File: src/rtl/uart_byte_tx.sv
// rtl/uart_byte_tx.sv - 8N1/8N2 UART byte transmitter with one-byte holding register
// Holding register lets the next byte queue behind the shifter so frames go out back to back.
module uart_byte_tx #(
  parameter int CLKS_PER_BIT = 868,
  parameter int STOP_BITS    = 1
) (
  input  logic       clk,
  input  logic       rst_n,
  input  logic [7:0] data_in,
  input  logic       data_valid,
  output logic       rdy,
  output logic       tx,
  output logic       busy
);

  localparam int CW = (CLKS_PER_BIT > 1) ? $clog2(CLKS_PER_BIT) : 1;
  localparam logic [CW-1:0] CNT_LAST = CW'(CLKS_PER_BIT - 1);
  localparam logic [2:0] STOP_LAST = 3'(STOP_BITS - 1);

  typedef enum logic [1:0] {IDLE, START, DATA, STOP} state_t;

  state_t        state_q, state_d;
  logic [7:0]    hold_q, hold_d;
  logic          hold_full_q, hold_full_d;
  logic [7:0]    shift_q, shift_d;
  logic [CW-1:0] cnt_q, cnt_d;
  logic [2:0]    idx_q, idx_d;
  logic          tx_q, tx_d;
  logic          accept, bit_end, load;

  assign accept  = data_valid & ~hold_full_q;
  assign bit_end = (cnt_q == CNT_LAST);

  always_ff @(posedge clk or negedge rst_n) begin
    if (!rst_n) begin
      state_q     <= IDLE;
      hold_q      <= '0;
      hold_full_q <= 1'b0;
      shift_q     <= '0;
      cnt_q       <= '0;
      idx_q       <= '0;
      tx_q        <= 1'b1;
    end else begin
      state_q     <= state_d;
      hold_q      <= hold_d;
      hold_full_q <= hold_full_d;
      shift_q     <= shift_d;
      cnt_q       <= cnt_d;
      idx_q       <= idx_d;
      tx_q        <= tx_d;
    end
  end

  // The stop phase reuses the bit index to count stop bits, keeping the baud counter narrow.
  always_comb begin
    state_d = state_q;
    load    = 1'b0;
    case (state_q)
      IDLE: begin
        if (hold_full_q) begin
          load    = 1'b1;
          state_d = START;
        end
      end
      START: if (bit_end) state_d = DATA;
      DATA:  if (bit_end && idx_q == 3'd7) state_d = STOP;
      STOP: begin
        if (bit_end && idx_q == STOP_LAST) begin
          if (hold_full_q) begin
            load    = 1'b1;
            state_d = START;
          end else begin
            state_d = IDLE;
          end
        end
      end
      default: state_d = IDLE;
    endcase
  end

  always_comb begin
    cnt_d       = cnt_q;
    idx_d       = idx_q;
    shift_d     = shift_q;
    hold_d      = hold_q;
    hold_full_d = hold_full_q;

    if (state_q == IDLE || load || bit_end) cnt_d = '0;
    else                                    cnt_d = cnt_q + CW'(1);

    if (state_d != state_q)                                   idx_d = '0;
    else if (bit_end && (state_q == DATA || state_q == STOP)) idx_d = idx_q + 3'd1;

    if (load)                             shift_d = hold_q;
    else if (state_q == DATA && bit_end)  shift_d = {1'b0, shift_q[7:1]};

    if (accept) begin
      hold_d      = data_in;
      hold_full_d = 1'b1;
    end else if (load) begin
      hold_full_d = 1'b0;
    end
  end

  // tx is registered from the next state so the line level lines up with the state register.
  always_comb begin
    tx_d = 1'b1;
    case (state_d)
      START:   tx_d = 1'b0;
      DATA:    tx_d = shift_d[0];
      default: tx_d = 1'b1;
    endcase
  end

  assign tx   = tx_q;
  assign rdy  = ~hold_full_q;
  assign busy = hold_full_q | (state_q != IDLE);

endmodule
File: config.mk
export PLATFORM = sky130hd
export DESIGN_NAME = uart_byte_tx
export DESIGN_NICKNAME = d
export VERILOG_FILES = /design/src/rtl/uart_byte_tx.sv
export SDC_FILE = /design/constraint.sdc
export NUM_CORES = 1
export LEC_CHECK = 0
export CAP_MARGIN = 10
export CORE_MARGIN = 2
export CORE_UTILIZATION = 49
export DETAILED_ROUTE_END_ITERATION = 12
export GPL_TIMING_DRIVEN = 0
export MAX_ROUTING_LAYER = met4
export PLACE_DENSITY = 0.72
export REMOVE_ABC_BUFFERS = 1
export SETUP_SLACK_MARGIN = 0.02
export SYNTH_ARGS = -nofsm -noshare
export SYNTH_HDL_FRONTEND = slang
export SYNTH_SLANG_ARGS = --single-unit
File: constraint.sdc
create_clock -name clk -period 2 [get_ports clk]
set_input_delay 0.4 -clock clk [delete_from_list [all_inputs] [get_ports clk]]
set_output_delay 0.4 -clock clk [all_outputs]
set_load 0.005 [all_outputs]
# --- Word-level counts from Yosys, hierarchy flattened ---
# Cells that the tools add are included.
# W data, S select, Z words.
word_totals:
  ff_bits: 33
classes:
  addsub: 2
  n_eq_ne: 8
  n_mux: 17
  bitwise_logic: 3
  n_reduce_logical: 13
ops:
  columns: ["cell", "count"]
  rows:
  - ["$mux W8", 2]
  - ["$add A10 B1 Y10 const B", 1]
  - ["$eq A10 B10 Y1 const B", 1]
  - ["$mux W10", 1]
  - ["$mux W2", 4]
  - ["$pmux W2 S4", 1]
  - ["$reduce_bool A2 Y1", 4]
  - ["$eq A2 B2 Y1 const B", 3]
  - ["$mux W3", 2]
  - ["$mux W1", 5]
  - ["$eq A2 B1 Y1 const B", 2]
  - ["$logic_and A1 B1 Y1", 4]
  - ["$pmux W1 S2", 2]
  - ["$add A3 B1 Y3 const B", 1]
  - ["$eq A3 B3 Y1 const B", 1]
  - ["$logic_not A3 Y1", 1]
  - ["$logic_or A1 B1 Y1", 3]
  - ["$logic_not A2 Y1", 1]
  - ["$ne A2 B2 Y1", 1]
  - ["$and A1 B1 Y1", 1]
  - ["$not A1 Y1", 1]
  - ["$or A1 B1 Y1", 1]

# --- Depth between registers and ports, before layout ---
logic_depth:
  depth_word: 7
  depth_mapped: 8

# --- Least setup slack after synthesis ---
# Ideal clock, no wire load.
synth_path:
  path_kind: "register -> register"
  start: "register state_q[0]"
  end: "register idx_q[0]"
  t_arrival_ns: 1.909
  t_required_ns: 1.881
  path_slack_ns: -0.027
  path_stages_with_launch: 9
  synth_period_minus_slack_ns: 2.027
  path_cell_list: "dfrtp_1 inv_1 ha_1 clkbuf_1 or3_1 nor4_2 a211o_1 a221o_1 nor2_1"
synth_between:
  elab_chain_cells: 4
  elab_cells_between_ends: 14
synth_rtl:
  columns: ["element", "line", "source"]
  rows:
  - ["start: declaration", "22", "state_t state_q, state_d;"]
  - ["start signal: assignment", "44", "state_q <= state_d;"]
  - ["$eq A2 B2 Y1, or another cell as far along", "58, 92", null]
  - ["$pmux W2 S4 / $logic_or A1 B1 Y1 (equally long branches)", "58, 92", null]
  - ["$ne A2 B2 Y1 / $logic_and A1 B1 Y1 (equally long branches)", "91, 92", null]
  - ["$mux W3 / $reduce_bool A2 Y1 (equally long branches)", null, null]
  - ["end signal: assignment", "49", "idx_q <= idx_d;"]
  - ["end: declaration", "27", "logic [2:0] idx_q, idx_d;"]
# Parallel ways exist; a longest one is shown, timed or not.
# A chain may end at the register's enable or synchronous reset.

# --- Worst setup path after layout ---
layout_path:
  start: "register cnt_q[1]"
  end: "register tx_q, in the netlist tx"
layout_between:
  elab_chain_cells: 6
  elab_cells_between_ends: 15
layout_rtl:
  columns: ["element", "line", "source"]
  rows:
  - ["start: declaration", "26", "logic [CW-1:0] cnt_q, cnt_d;"]
  - ["start signal: assignment", "48", "cnt_q <= cnt_d;"]
  - ["$eq A10 B10 Y1 *", "32", "assign bit_end = (cnt_q == CNT_LAST);"]
  - ["$logic_and A1 B1 Y1 (on tied branches)", "68, 66", null]
  - ["$mux W2 (on tied branches)", "68, 66", null]
  - ["$pmux W2 S4 *", "58", "case (state_q)"]
  - ["net state_d[1]", "22", null]
  - ["$eq A2 B2 Y1 / $eq A2 B1 Y1 (equally long branches)", "108", "case (state_d)"]
  - ["$pmux W1 S2 *", "108", null]
  - ["net tx_d", "28", "logic tx_q, tx_d;"]
  - ["end signal: assignment", "50", "tx_q <= tx_d;"]
  - ["end: declaration", "28", null]
# Mark *: on every way through the listed nets, which the timed path passes. The rest lies on a longest branch. The select of a mux whose other input is x is not followed.

==> flow_metrics.tcl <==
set metrics [dict create \
    p_int_mw 1.80 \
    failed_checks "setup timing" \
    synth_warnings 0 \
    finalSetupViolations 2 \
    clk_latency_ns 0.32 \
    synth_edf_count 0 \
    fin_nets 212 \
    cp_max_fo 3 \
    async_flop_share_pct 100 \
    required_ns 2.25 \
    rows 21 \
    place_area_sq_um 1920 \
    grt.overflow.total 0 \
    rsz0062_at_grt "true" \
    synth.cell_area_sq_um 1760 \
    muxShareOfSynthArea_pct 9.08 \
    synth_seq_area_share_pct 46.9 \
    cts_sinks 33 \
    synthMostInstantiatedCell "dfrtp_1" \
    pwr-share-clk_pct 22.9 \
    vias 1318 \
    fin_skew_ns 0.0108 \
    htree_levels 2 \
    fp.dieW_microns 64.0 \
    hold_class "in -> async" \
    multi_input_area_sq_um 962 \
    globalRouteTotalUtil_pct 19.6 \
    synthSimpleGateAreaFrac_pct 19.3 \
    gp_congestion 0.912 \
    yosys-top-cells-count "dfrtp_1, nand2_1, nor2_1" \
    drt_wl_total_microns 3630 \
    coreArea_sq_um 3390 \
    worst_slew_pin_slew_ns 0.750 \
    ant_nets 0 \
    wl_per_cell_microns 15.1 \
    fin_crit_sh_pct 102 \
    place_ws_ns -0.787 \
    startpoint_type "flop" \
    outcome "finished, violations left" \
    dieArea_sq_um 4090 \
    critPathCaptureType "flop" \
    worst_ir_drop_vdd_mv 0.576 \
    switching_share_pct 32.1 \
    grt_pass1_vias 1330 \
    grt_max_degree 34 \
    netlist.area_leader.share_pct 45.4 \
    relSlewSlack_pct 49.9 \
    synth-seq-cells 33 \
    seq_area_sq_um 828 \
    hold_buffers 0 \
    timing.hold.ws_ns 0.118 \
    avgSynthCellArea_sq_um 10.7 \
    synthDistinctLibCells 45 \
    drive_gt1_share_pct 28.4 \
    criticalPathCategory "reg -> reg" \
    antenna_found_initial 0 \
    power.share.combinational_pct 38.7 \
    drt_iter0_markers 120 \
    power_density_nw_per_um2 1190 \
    synth-compound-area-share_pct 11.4 \
    firstDrtPassIters 4 \
    area_growth_pct 26.0 \
    cts_tree "done" \
    worstPathArrival_ns 2.29 \
    synthFlopType "dfrtp_1" \
    slew_viol_final 0 \
    yosys.area_share.adder_pct 5.68 \
    clockBufferDepth 2 \
    postLayoutCellArea_sq_um 2220 \
    root_buffer "clkbuf_4" \
    synth-xor-area-share_pct 4.47 \
    fmax_mhz 491 \
    power.switching_uw 850 \
    clkTransAtPathRegs_ns 0.10 \
    die_h_microns 64.0 \
    synth_top_family_by_area "simple AND/OR/NAND/NOR gates" \
    start_util_pct 52.0 \
    ioPinCount 14 \
    p_seq_share_pct 38.3 \
    io_buffers 13 \
    post-route-util_pct 65.5 \
    route.detailed.drc 0 \
    min_period_ns 2.04 \
    hpwl_microns 2220 \
    syn_inst 164 \
    p_leak_nw 1.00 \
    num_antenna_cells 0 \
    synth_area_leaders "dfrtp_1, ha_1, mux2_2" \
    numCtsBuffers 5 \
    yosys.area.top_type "dfrtp_1" \
    via_per_inst 5.49 \
    fillCellCount 251 \
    hold_violations 0 \
    grt_pass1_wl_microns 6060 \
    fin_ws_ns -0.0371 \
    cap_violations 0 \
]
==> through the flow <==
step           instances  power (mW)  TNS (ns)
6_report             240        2.65   -0.0431
5_1_grt              240        2.82    -0.716
4_1_cts              238        2.60         0
3_5_place_dp         217        1.77     -5.50
3_3_place_gp         217        1.73     -8.13
2_1_floorplan        158        1.55    -0.475
==> timing repair <==
action | CTS | global route
gates resized for setup | 9 | 8
setup endpoints to repair | 14 | 5
pin swaps | 6 | 1
setup buffers | 13 | 2
==> worst max-delay path, cell delays in order (launching register included) <==
cell      delay, ns
dfrtp_1        0.41
ha_4           0.15
or3b_4         0.38
or4_4          0.45
a211oi_4       0.34
a21oi_2        0.07
a41oi_2        0.17
==> power by group through the flow <==
| stage | sequential [mW] | combinational [mW] | clock, mW |
|---|---|---|---|
| floorplan | 0.994 | 0.558 | 0 |
| global placement | 1.02 | 0.714 | 0 |
| detailed placement | 1.03 | 0.744 | 0 |
| finish | 1.01 | 1.03 | 0.608 |
| CTS | 1.01 | 0.957 | 0.626 |
| global route | 1.04 | 1.11 | 0.666 |
==> cell usage in the layout (no fill, tap or decap), types with 2 or more instances in the layout <==
master            n
a21oi_1           4
a21oi_2           2
buf_4            15
bufinv_16         2
clkbuf_4          5
clkdlybuf4s50_1  11
dfrtp_1          31
ha_1              5
ha_4              3
inv_1             7
mux2_2            8
mux2i_1           7
nand2_1          17
nand2b_1          2
nand3_1           3
nand4_1           2
nor2_1           16
nor2b_1           2
o21ai_0           3
o21ai_1           7
xnor2_1           5
xor2_1            4
==> final cells by class <==
cell class              instances  share of cell area, %
repair buffers                 28                   10.8
well taps                      46                   2.59
clock inverters                 3                   2.93
clock buffers                   5                   1.69
inverters                       8                   1.35
flip-flops and latches         33                   37.3
multi-input cells             117                   43.3
==> final timing paths <==
check	startpoint	to	slack, ns	depth (start not counted)
max in group asynchronous	rst_n	state_q[1]	1.39	1
max	cnt_q[1]	tx	-0.04	6
min in group clk	hold_q[7]	shift_q[7]	0.49	2
min	rst_n	cnt_q[2]	0.12	1
max reg2reg	cnt_q[1]	tx	-0.04	6
min reg2reg	hold_q[7]	shift_q[7]	0.49	2
==> kinds of logic after synthesis <==
logic type	count (synthesis)
adder cells (fa/ha/maj)	8
AND/OR/NAND/NOR	58
buffers and inverters	14
flip-flops	33
AO/OA/AOI/OAI	27
multiplexers	15
XOR/XNOR	9
==> metal layers <==
metal	global-route usage [%]	up-vias	share of wire (%)
li1	-	637	-
met1	23.4	652	44
met2	32.3	20	51
met3	4.23	9	2.4
met4	8.15	0	2.0
met5	-	-	0
==> state kept, by name (all words and copies together) (netlist names) <==
register     count
cnt_q           10
hold_full_q      1
hold_q           8
idx_q            3
shift_q          8
state_q          2
tx               1
(Power assumes the default switching activity.)
